<file path="config.mk">
export PLATFORM = sky130hd
export DESIGN_NAME = fetch
export DESIGN_NICKNAME = d
export VERILOG_FILES = /design/src/rtl/fetch_pkg.sv /design/src/rtl/fetch.sv
export SDC_FILE = /design/constraint.sdc
export NUM_CORES = 1
export LEC_CHECK = 0
export BUFFER_PORTS_ARGS = -buffer_cell sky130_fd_sc_hd__buf_2
export CAP_MARGIN = 40
export CORE_MARGIN = 2
export CORE_UTILIZATION = 35
export DETAILED_ROUTE_END_ITERATION = 8
export PLACE_DENSITY = 0.58
export SLEW_MARGIN = 20
export SYNTH_ARGS = -nofsm -noshare
export SYNTH_HDL_FRONTEND = slang
export SYNTH_SLANG_ARGS = --single-unit
</file>
<file path="constraint.sdc">
create_clock -name clk_i -period 9.2 [get_ports clk_i]
set_input_delay 2.76 -clock clk_i [delete_from_list [all_inputs] [get_ports clk_i]]
set_output_delay 2.76 -clock clk_i [all_outputs]
set_load 0.05 [all_outputs]
</file>
<file path="src/rtl/fetch_pkg.sv">
`default_nettype none
// ============================================================================
// fetch_pkg : state encodings, NOP constant and slot type for the fetch unit
// Revision  : 1.0
// ============================================================================
package fetch_pkg;

  typedef enum logic [1:0] {
    ST_IDLE  = 2'd0,
    ST_REQ   = 2'd1,
    ST_DRAIN = 2'd2,
    ST_KILL  = 2'd3
  } fetch_state_e;

  localparam logic [31:0] NOP_INSN = 32'h00000013;

  typedef struct packed {
    logic [31:0] insn;
    logic [31:0] pc;
    logic        access_fault;
    logic        addr_misaligned;
  } fetch_slot_t;

  function automatic fetch_slot_t make_slot(input logic [31:0] insn, input logic [31:0] pc,
                                            input logic af, input logic mf);
    fetch_slot_t s;
    s.insn            = insn;
    s.pc              = pc;
    s.access_fault    = af;
    s.addr_misaligned = mf;
    return s;
  endfunction

endpackage
`default_nettype wire

</file>
<file path="src/rtl/fetch.sv">
`default_nettype none
// ============================================================================
// fetch : single-outstanding Wishbone instruction fetch with one-entry buffer
// Revision : 1.0
// ============================================================================
module fetch #(
  parameter logic [31:0] RESET_ADDR = 32'h80000000
) (
  input  logic        clk_i,
  input  logic        rst_i,
  output logic [31:0] iwbm_addr_o,
  output logic        iwbm_cyc_o,
  output logic        iwbm_stb_o,
  input  logic [31:0] iwbm_dat_i,
  input  logic        iwbm_ack_i,
  input  logic        iwbm_err_i,
  input  logic        branch_taken_i,
  input  logic [31:0] branch_target_i,
  output logic [31:0] instruction_o,
  output logic [31:0] pc_o,
  output logic        valid_o,
  input  logic        ready_i,
  output logic        e_inst_access_fault_o,
  output logic        e_inst_addr_misaligned_o
);
  import fetch_pkg::*;

  fetch_state_e state_q, state_d;
  logic [31:0]  pc_q, pc_d;
  logic [31:0]  addr_q, addr_d;
  fetch_slot_t  slot_q, slot_d;
  logic         pc_misaligned;
  logic         bus_done;
  logic         bus_busy;

  // A misaligned pc reaching REQ never starts a bus cycle; it faults instead.
  assign pc_misaligned = (pc_q[1:0] != 2'b00);
  assign iwbm_cyc_o    = ((state_q == ST_REQ) && !pc_misaligned) || (state_q == ST_KILL);
  assign iwbm_stb_o    = iwbm_cyc_o;
  assign iwbm_addr_o   = {addr_q[31:2], 2'b00};
  assign bus_done      = iwbm_cyc_o && (iwbm_ack_i || iwbm_err_i);
  assign bus_busy      = iwbm_cyc_o && !bus_done;

  assign valid_o                  = (state_q == ST_DRAIN);
  assign instruction_o            = slot_q.insn;
  assign pc_o                     = slot_q.pc;
  assign e_inst_access_fault_o    = slot_q.access_fault;
  assign e_inst_addr_misaligned_o = slot_q.addr_misaligned;

  always_comb begin
    state_d = state_q;
    pc_d    = pc_q;
    addr_d  = addr_q;
    slot_d  = slot_q;
    if (branch_taken_i) begin
      pc_d = branch_target_i;
      // An open bus cycle must still finish; its response is dropped in KILL.
      if (bus_busy) begin
        state_d = ST_KILL;
      end else if (branch_target_i[1:0] != 2'b00) begin
        slot_d  = make_slot(NOP_INSN, branch_target_i, 1'b0, 1'b1);
        state_d = ST_DRAIN;
      end else begin
        addr_d  = branch_target_i;
        state_d = ST_REQ;
      end
    end else begin
      case (state_q)
        ST_IDLE: begin
          addr_d  = pc_q;
          state_d = ST_REQ;
        end
        ST_REQ: begin
          if (pc_misaligned) begin
            slot_d  = make_slot(NOP_INSN, pc_q, 1'b0, 1'b1);
            state_d = ST_DRAIN;
          end else if (iwbm_ack_i) begin
            slot_d  = make_slot(iwbm_dat_i, pc_q, 1'b0, 1'b0);
            pc_d    = pc_q + 32'd4;
            state_d = ST_DRAIN;
          end else if (iwbm_err_i) begin
            slot_d  = make_slot(NOP_INSN, pc_q, 1'b1, 1'b0);
            state_d = ST_DRAIN;
          end
        end
        ST_DRAIN: begin
          if (ready_i) begin
            addr_d  = pc_q;
            state_d = ST_REQ;
          end
        end
        ST_KILL: begin
          if (bus_done) begin
            addr_d  = pc_q;
            state_d = ST_REQ;
          end
        end
        default: state_d = ST_IDLE;
      endcase
    end
  end

  always_ff @(posedge clk_i or posedge rst_i) begin
    if (rst_i) begin
      state_q <= ST_IDLE;
      pc_q    <= RESET_ADDR;
      addr_q  <= RESET_ADDR;
      slot_q  <= '0;
    end else begin
      state_q <= state_d;
      pc_q    <= pc_d;
      addr_q  <= addr_d;
      slot_q  <= slot_d;
    end
  end

endmodule
`default_nettype wire

</file>
[Yosys cells after proc, flatten, opt, wreduce, memory -nomap -nowiden]
Index checks and enable logic that the tools add are counted.
Word-level totals
  input bits: 70
  output and inout port bits: 101
  logic and storage cells: 62
  register bits after elaboration: 132
Cells by class
  add/subtract/negate cells: 1
  reductions and logical operators: 18
  multiplexer cells: 26
  eq/ne operators: 10
Operators by type and width (number)
  $mux 66: 7
  $mux 32: 9
  $pmux 32 s3: 1
  $add 32x3->32 const B: 1
  $mux 2: 8
  $pmux 2 s4: 1
  $reduce_bool 2->1: 4
  $reduce_bool 4->1: 2
  $ne 2x2->1 const B: 3
  $reduce_and 3->1: 2
  $ne 5x5->1 const B: 1
  $reduce_and 5->1: 1
  $eq 2x2->1 const B: 2
  $reduce_and 4->1: 1
  $logic_and 1x1->1: 3
  $ne 3x2->1 const B: 1
  $ne 3x3->1 const B: 1
  $eq 2x1->1 const B: 1
  $logic_not 1->1: 2
  $logic_not 2->1: 1
  $logic_or 1x1->1: 2
  $ne 2x1->1 const B: 1

[Longest topological paths before layout]
Gate-level depths: netlist of run 1.
  depth in word-level cells: 9
  gate-level depth with buffers: 8
  gate-level depth less buffers: 6

[Least setup slack after synthesis of run 1]
OpenSTA, ideal clock, no wires.
  path kind: register -> output
  start point: reg state_q[1]
  end point: out iwbm_stb_o
  buffers on the path: 1
  required time: 6440 ps
  path slack: 4728 ps
  arrival: 1712 ps
  stages on the path, launching flop included: 6
  cell sequence: dfrtp_1 -> inv_1 -> ha_1 -> or3b_1 -> nand2b_1 -> buf_4
Between the ends
  cells in the longest elaborated chain, start to end: 3
  elaborated cells between the ends (all ways): 4
  those cells by class: 2 x eq/ne; 2 x reduce/logical
Ends and longest elaborated chain
  from (decl): line fetch.sv:28  | fetch_state_e state_q, state_d;
  from (signal assigned): line fetch.sv:110  | state_q <= state_d;
  $eq 2x1->1: line fetch.sv:38  | assign iwbm_cyc_o = ((state_q == ST_REQ) && !pc_misaligned) || (state_q == ST_KILL);
  $logic_and 1x1->1: line fetch.sv:38
  $logic_or 1x1->1 *: line fetch.sv:38
  to (decl): line fetch.sv:13  | output logic iwbm_stb_o,
Every way passes the cells marked *; elsewhere a longest branch is shown, timed or not.

[Worst setup path after layout of run 1]
  start point: reg state_q[1]
  end point: out iwbm_cyc_o
Between the ends
  cells in the longest elaborated chain, start to end: 3
  elaborated cells between the ends (all ways): 4
  those cells by class: 2 x eq/ne; 2 x reduce/logical
Ends and longest elaborated chain
  $eq 2x1->1: line fetch.sv:38
  $logic_and 1x1->1: line fetch.sv:38
  $logic_or 1x1->1 *: line fetch.sv:38
  to (decl): line fetch.sv:12  | output logic iwbm_cyc_o,
Marked as above.

==> results_dict.tcl, run 1 <==
set metrics [dict create \
    outcome "complete, no violations" \
    routed_wl_um 15800 \
    cpMaxStageDelayCell "dfrtp_1" \
    rsz0062_at_grt "false" \
    endpoint_kind "primary output" \
    worst-path-buf-inv 2 \
    io_pins 171 \
    cts_num_sinks 130 \
    setup_viol 0 \
    final_core_utilization_pct 44.6 \
    cts_tree "yes" \
    vias 4926 \
    die_h_um 139 \
    drive_gt1_share_pct 39.0 \
    avgViaCountPerCell 4.95 \
    timing.final.ws_setup_ns 4.48 \
    avgSynthCellArea_um2 10.8 \
    dpl.hpwl_um 11400 \
    die_x_um 139 \
    cts_setup_buffers 0 \
    place_ws_ns 3.96 \
    report.final.slew_viol_count 0 \
    grt_pass1_wl_um 26300 \
    syn2layout_area_growth_pct 25.5 \
    layout_common_cells "168 x buf_2, 128 x dfrtp_1, 78 x mux2_2" \
    max_cap_viol_count 0 \
    seqCellArea_um2 3260 \
    antenna_found_initial 0 \
    critPathLaunchType "flop" \
    whs_ns 0.499 \
    synth_seq_cells 130 \
    die_area_um2 19300 \
    grt_max_degree 85 \
    dr.pass1.iters 4 \
    clock_skew_ns 0.00850 \
    fin_cells 996 \
    power_density_nw_per_um2 283 \
    clk_latency_ns 0.42 \
    critPathRequiredTime_ns 6.44 \
    port-buffer-count 168 \
    cts-root-buf "clkbuf_16" \
    yosysWarnings 0 \
    cts_resized 0 \
    min_period_over_period_pct 51.3 \
    place_area_um2 7400 \
    grt.overflow.total 0 \
    synth_largest_area_cell "dfrtp_1" \
    tightest_slew_ns 0.816 \
    p_leak_nw 3.69 \
    vdd_drop_max_v 0.000122 \
    worstRegToRegCells 6 \
    crit_cells 5 \
    grt_use_total_pct 16.9 \
    async_flop_share_pct 100 \
    numCtsBuffers 17 \
    p_total_mw 2.27 \
    row_count 49 \
    synthTopCellsByArea "dfrtp_1 50%, mux2_2 14%, mux2i_1 4.7%" \
    syn_area_um2 6370 \
    nFillCells 1740 \
    slowest_delay_ns 0.42 \
    yosys.area.top_type_share_pct 50.3 \
    critPathMaxFanout 6 \
    finalSetupTns_ns 0 \
    synth-edff-count 0 \
    timing.critical_path.max_delay_family "simple AND/OR/NAND/NOR gates" \
    fp.coreArea_um2 17900 \
    period_minus_slack_ns 4.72 \
    yosysUniqueCellTypes 50 \
    postCtsHoldBufs 0 \
    synthCells 590 \
    slew_headroom_pct 45.6 \
    worstPathCellList "inv_1, ha_1, or3b_1, nand2b_1, buf_2" \
    crit_arrival_ns 1.96 \
    wl_per_cell_um 15.9 \
    stdcell_area_um2 7990 \
    dp.cells 961 \
    start_util_pct 35.6 \
    clk_pin_slew_ns 0.06 \
    setup.worst_path.class "flop to primary output" \
    ys_seq_area_share_pct 51.1 \
    synth_flop_cell "dfrtp_1" \
    final_common_cell "buf_2" \
    drc 0 \
    ant_nets 0 \
    holdPathStages 1 \
    layout.nets 827 \
    cts_max_level 4 \
    fmax_mhz 212 \
    drt_iter0_drc 266 \
    gp_congestion 0.809 \
    first_global_vias 5079 \
    hold_class "flop to flop" \
    final_hold_viol_count 0 \
    clk_path_buf_depth 2 \
    multi_input_comb_area_um2 2760 \
]
-- worst paths after layout --
| check | from | to | slack, ns |
|---|---|---|---|
| max in group asynchronous | rst_i | pc_o[2] | 5.68 |
| hold / removal | pc_o[23] | pc_o[23] | 0.50 |
| min in group asynchronous | rst_i | instruction_o[5] | 2.45 |
| setup reg to reg | state_q[1] | pc_q[31] | 6.63 |
| setup / recovery | state_q[1] | iwbm_cyc_o | 4.48 |
| hold reg to reg | pc_o[23] | pc_o[23] | 0.50 |
-- report_power, final --
| group | internal (mW) | switching [mW] |
|---|---|---|
| logic | 0.242 | 0.616 |
| clock network | 0.375 | 0.251 |
| registers | 0.702 | 0.0789 |
-- synthesized netlist by cell type (3+ instances only) --
cell type  number
nand2b_1        6
or4_1           7
buf_4          11
nor4_1          5
buf_2           7
ha_1            4
clkbuf_1       12
mux2i_1        30
a21o_1          4
nand3_1        15
o21ai_0        37
o311ai_0        3
xnor2_1         9
nand4_1        13
or3_1           5
mux2_2         78
and4_1          6
buf_1           3
nand4_2         3
inv_1          52
dfrtp_1       128
nand2_1        61
o31ai_1         9
nor2_1         27
nor3_1          6
and3_1          3
a22oi_1         3
a31oi_1        13
-- worst register-to-register path, stage by stage, from the launching register on --
cell     delay [ns]
dfrtp_1        0.42
inv_1          0.07
ha_1           0.23
nor3b_4        0.38
nand4_2        0.52
or4b_1         0.67
a31oi_1        0.21
-- routing by layer --
| layer | part of all wire, % | global-route usage (%) |
|---|---|---|
| met3 | 6.9 | 5.42 |
| met1 | 45 | 22.0 |
| met4 | 1.4 | 5.79 |
| met2 | 46 | 26.6 |
| met5 | 0 | 0 |
-- area by class of cell --
cell class | instances | share of cell area, %
flip-flops and latches | 130 | 40.7
multi-input cells | 375 | 34.6
repair buffers | 177 | 11.6
clock buffers | 18 | 5.49
well taps | 229 | 3.58
inverters | 52 | 2.50
clock inverters | 14 | 1.46
diodes | 1 | 0.0313
-- cells by family after synthesis --
logic type                 share of synthesized area [%]
and+or+nand+nor                                     14.4
DFF                                                 51.1
muxes                                               18.5
buffers and inverters                               5.97
AOI/OAI and AO/OA                                   7.88
xor gates and xnor gates                            1.24
adders and majority gates                          0.786
other                                             0.0589
-- registers in the layout, summed over array words and instances (netlist names) --
name / count
instruction_o: 32
pc_o: 32
pc_q: 32
addr_q: 30
state_q: 2
e_inst_access_fault_o: 1
e_inst_addr_misaligned_o: 1
Note: power is estimated with default switching activity, not from simulation.
==> run 2, diff against run 1 <==
==> constraint.sdc (replaced) <==
create_clock -name clk_i -period 4.4 [get_ports clk_i]
set_input_delay 1.32 -clock clk_i [delete_from_list [all_inputs] [get_ports clk_i]]
set_output_delay 1.32 -clock clk_i [all_outputs]
set_load 0.05 [all_outputs]
==> results_dict.tcl, run 2 (same netlist as run 1, synthesis figures left out) <==
set metrics [dict create \
    outcome "complete, no violations" \
    critPathMaxFanout 6 \
    critPathRequiredTime_ns 3.08 \
    routed_wl_um 16100 \
    crit_arrival_ns 1.98 \
    clock_skew_ns 0.00615 \
    vdd_drop_max_v 0.000280 \
    antenna_found_initial 0 \
    grt_max_degree 73 \
    grt.overflow.total 0 \
    drc 0 \
    io_pins 171 \
    slew_headroom_pct 56.2 \
    final_hold_viol_count 0 \
    setup.worst_path.class "flop to primary output" \
    endpoint_kind "primary output" \
    die_h_um 139 \
    min_period_over_period_pct 74.9 \
    die_x_um 139 \
    wl_per_cell_um 16.1 \
    final_common_cell "buf_2" \
    whs_ns 0.499 \
    row_count 49 \
    fmax_mhz 303 \
    critPathLaunchType "flop" \
    cts_tree "yes" \
    tightest_slew_ns 0.658 \
    max_cap_viol_count 0 \
    cts-root-buf "clkbuf_16" \
    cp-endpoint "iwbm_stb_o" \
    drt_iter0_drc 244 \
    finalSetupTns_ns 0 \
    drive_gt1_share_pct 38.7 \
    hold_class "flop to flop" \
    cts_setup_buffers 0 \
    setup_viol 0 \
    grt_use_total_pct 17.0 \
    avgViaCountPerCell 4.99 \
    port-buffer-count 168 \
    clk_pin_slew_ns 0.06 \
    crit_start "state_q[1]" \
    nFillCells 1714 \
    dr.pass1.iters 4 \
    worstRegToRegCells 6 \
    layout.nets 829 \
    min_from "pc_o[23]" \
    rr_startpoint "state_q[1]" \
    grt_pass1_wl_um 26400 \
    cts_max_level 4 \
    numCtsBuffers 17 \
    p_leak_nw 3.72 \
    cts_resized 0 \
    power_density_nw_per_um2 602 \
    start_util_pct 35.6 \
    gp_congestion 0.819 \
    period_minus_slack_ns 3.30 \
    vias 4981 \
    cts_num_sinks 130 \
    die_area_um2 19300 \
    layout_common_cells "168 x buf_2, 128 x dfrtp_1, 78 x mux2_2" \
    dpl.hpwl_um 11600 \
    rrSetupSlack_ns 1.78 \
    clk_path_buf_depth 2 \
    rsz0062_at_grt "false" \
    syn2layout_area_growth_pct 26.3 \
    clk_latency_ns 0.42 \
    report.final.slew_viol_count 0 \
    r2r-end "pc_q[21]" \
    fp.coreArea_um2 17900 \
    first_global_vias 5280 \
    postCtsHoldBufs 0 \
    ant_nets 0 \
]
[run 2: changes by cell type in the layout (fill, tap and decap cells not counted), sizes merged]
cell           change
clkbuf             +4
bufinv             +2
inv                -1
clkinv             -4
clkdlybuf4s15      -1
clkinvlp           -1
buf                +3
[run 2: report_power, final]
| part | internal [mW] | total, mW | switching (mW) |
|---|---|---|---|
| clock | 0.902 | 1.42 | 0.514 |
| sequential | 1.47 | 1.63 | 0.160 |
| combinational | 0.509 | 1.79 | 1.29 |
| total | 2.88 | 4.84 | 1.96 |
[run 2: routing by layer]
metal | GRT usage, % | up-vias | share of wire [%]
li1 | - | 2409 | -
met1 | 20.7 | 2393 | 44
met2 | 28.2 | 159 | 47
met3 | 6.42 | 20 | 7.8
met4 | 5.48 | 0 | 1.2
met5 | 0 | - | 0
[run 2: critical path, stage by stage (launching register included)]
cell and delay [ns]:
dfrtp_1 0.42, inv_1 0.07, ha_1 0.26, or3b_1 0.41
nand2b_1 0.13, buf_2 0.27
[run 2: how the worst min path moves through the flow]
stage | cells after the start | endpoint | slack (ns)
6_report | 1 | pc_o[23] | 0.50
5_1_grt | 1 | addr_q[23] | 0.52
4_1_cts | 1 | pc_o[4] | 0.50
3_5_place_dp | 1 | addr_q[6] | 0.49
3_3_place_gp | 1 | pc_o[7] | 0.49
2_1_floorplan | 2 | pc_q[31] | 0.47
[run 2: final cells by class]
class                   instances  area (um2)  area share, %
clock inverters                10         134           1.66
diodes                          1        2.50         0.0311
multi-input cells             375        2760           34.4
well taps                     229         287           3.56
flip-flops and latches        130        3260           40.5
clock buffers                  22         454           5.65
repair buffers                179         948           11.8
inverters                      52         199           2.47
[run 2: metrics by stage]
stage	area [um2]	worst slack, ns	cells	power [mW]	utilization, %
floorplan	6370	1.37	591	3.02	-
global placement	7430	1.22	964	3.43	41.5
detailed placement	7450	1.11	965	3.47	41.6
CTS	8040	1.07	997	4.90	44.9
global route	8040	1.01	997	5.07	44.9
finish	8040	1.10	998	4.84	44.9
==> run 3, diff against run 2 <==
--- a/config.mk
+++ b/config.mk
@@ -5,12 +5,13 @@
 export SDC_FILE = /design/constraint.sdc
 export NUM_CORES = 1
 export LEC_CHECK = 0
+export ABC_AREA = 1
 export BUFFER_PORTS_ARGS = -buffer_cell sky130_fd_sc_hd__buf_2
 export CAP_MARGIN = 40
 export CORE_MARGIN = 2
 export CORE_UTILIZATION = 35
 export DETAILED_ROUTE_END_ITERATION = 8
-export PLACE_DENSITY = 0.58
+export PLACE_DENSITY = 0.6
 export SLEW_MARGIN = 20
 export SYNTH_ARGS = -nofsm -noshare
 export SYNTH_HDL_FRONTEND = slang
==> constraint.sdc (replaced) <==
create_clock -name clk_i -period 2.95 [get_ports clk_i]
set_input_delay 0.885 -clock clk_i [delete_from_list [all_inputs] [get_ports clk_i]]
set_output_delay 0.885 -clock clk_i [all_outputs]
set_load 0.05 [all_outputs]
==> results_dict.tcl, run 3 <==
set metrics [dict create \
    synth.most_common_cell "nand2_1" \
    fp.coreArea_um2 18100 \
    clk_latency_ns 0.42 \
    die_h_um 141 \
    critPathLaunchType "flop" \
    drc 0 \
    io_pins 171 \
    antenna_found_initial 0 \
    rrSetupSlack_ns 1.13 \
    fmax_mhz 416 \
    synth-edff-count 0 \
    ant_nets 0 \
    cts_setup_buffers 0 \
    r2r-end "pc_o[20]" \
    avgViaCountPerCell 4.71 \
    hold_class "flop to flop" \
    critPathRequiredTime_ns 2.07 \
    cts_max_level 4 \
    synth_commonest_cells "316 x nand2_1, 128 x dfrtp_1, 84 x nor2_1" \
    ys_seq_area_share_pct 49.9 \
    holdPathStages 2 \
    cts_tree "yes" \
    cts-root-buf "clkbuf_16" \
    layout_common_cells "316 x nand2_1, 168 x buf_2, 128 x dfrtp_1" \
    dp.cells 1234 \
    cts_num_sinks 130 \
    setup_viol 0 \
    wl_per_cell_um 14.2 \
    row_count 49 \
    syn2layout_area_growth_pct 26.6 \
    min_period_over_period_pct 81.4 \
    start_util_pct 36.0 \
    die_area_um2 19800 \
    die_x_um 141 \
    async_flop_share_pct 100 \
    fin_cells 1267 \
    layout.nets 1099 \
    setup.worst_path.class "flop to primary output" \
    crit_arrival_ns 1.52 \
    synthCells 863 \
    final_hold_viol_count 0 \
    yosys.area.top_type_share_pct 49.1 \
    rr_startpoint "state_q[1]" \
    stdcell_area_um2 8260 \
    endpoint_kind "primary output" \
    dr.pass1.iters 5 \
    yosysUniqueCellTypes 32 \
    gp_congestion 0.875 \
    synth_flop_cell "dfrtp_1" \
    finalSetupTns_ns 0 \
    first_global_vias 5676 \
    power_density_nw_per_um2 882 \
    p_total_mw 7.29 \
    outcome "complete, no violations" \
    dpl.hpwl_um 13400 \
    synthTopCellsByArea "dfrtp_1 49%, nand2_1 18%, nor2_1 4.8%" \
    hold_end "addr_q[22]" \
    clk_path_buf_depth 2 \
    drive_gt1_share_pct 23.8 \
    cts_resized 0 \
    postCtsHoldBufs 0 \
    report.final.slew_viol_count 0 \
    diodes 0 \
    final_common_cell "nand2_1" \
    avgSynthCellArea_um2 7.56 \
    yosysWarnings 0 \
    p_leak_nw 4.29 \
    grt_pass1_wl_um 29800 \
    drt_iter0_drc 292 \
    max_cap_viol_count 0 \
    port-buffer-count 168 \
    clk_pin_slew_ns 0.06 \
    min_from "addr_q[22]" \
    timing.final.ws_setup_ns 0.548 \
    place_area_um2 7560 \
    grt_use_total_pct 19.0 \
    numCtsBuffers 17 \
    grt.overflow.total 0 \
    critPathMaxFanout 4 \
    period_minus_slack_ns 2.40 \
    slew_headroom_pct 60.9 \
    tightest_slew_ns 0.581 \
    synth_seq_cells 130 \
    place_ws_ns 0.446 \
    synth_largest_area_cell "dfrtp_1" \
    vdd_drop_max_v 0.000396 \
    routed_wl_um 18000 \
    grt_max_degree 101 \
    rsz0062_at_grt "false" \
    worstRegToRegCells 9 \
    syn_area_um2 6530 \
    clock_skew_ns 0.00903 \
    vias 5971 \
]
-- run 3: cell type report --
| class | instances | area [um2] |
|---|---|---|
| Tap cell | 229 | 287 |
| Multi-Input combinational cell | 612 | 2710 |
| Fill cell | 1853 | 9880 |
| Inverter | 82 | 312 |
| Clock inverter | 11 | 199 |
| Sequential cell | 130 | 3260 |
| Timing Repair Buffer | 182 | 1020 |
| Clock buffer | 21 | 480 |
-- run 3: worst max path at each step --
| stage | from | end | slack, ns | cells past startpoint |
|---|---|---|---|---|
| after CTS | state_q[1] | iwbm_stb_o | 0.51 | 5 |
| after global routing | state_q[1] | iwbm_stb_o | 0.39 | 5 |
| after global placement | branch_taken_i | pc_o[17] | 0.49 | 7 |
| after detailed placement | branch_taken_i | instruction_o[6] | 0.45 | 7 |
| after floorplan | rst_i | addr_q[10] | 0.46 | 1 |
| final | state_q[1] | iwbm_stb_o | 0.55 | 5 |
-- run 3: routing by layer --
metal | part of all wire [%] | up-vias | track usage, % | routed length, um
li1 | - | 3048 | - | -
met1 | 46 | 2730 | 25.9 | 8350
met2 | 46 | 178 | 30.1 | 8300
met3 | 6.4 | 15 | 4.38 | 1150
met4 | 1.2 | 0 | 6.00 | 214
met5 | 0 | - | 0 | 0
-- run 3: worst max-delay path, cell delays in order, from the launching register on --
cell and delay, ns:
dfrtp_1 0.41, inv_1 0.07, ha_1 0.17, nand2_1 0.09, nand2_1 0.10, buf_2 0.27
-- run 3: cells by family after synthesis --
logic type / count (synthesis) / synth area share [%]
simple gates: 457 / 28.4
buf+inv: 122 / 8.67
fa+ha+maj: 4 / 0.767
other cells: 1 / 0.0575
flops: 130 / 49.9
compound gates: 149 / 12.2
-- run 3: per-stage QoR --
| step | hold slack, ns | utilization (%) |
|---|---|---|
| floorplan | 0.448 | - |
| global placement | 0.458 | 41.7 |
| detailed placement | 0.467 | 41.7 |
| CTS | 0.478 | 45.4 |
| global route | 0.503 | 45.5 |
| finish | 0.479 | 45.5 |
-- run 3: where the power goes --
part	total (mW)	switching [mW]	internal (mW)	leakage [nW]
clock network	2.40	0.807	1.59	0.322
registers	2.42	0.260	2.16	1.63
logic	2.46	1.91	0.554	2.33
total	7.29	2.97	4.31	4.29
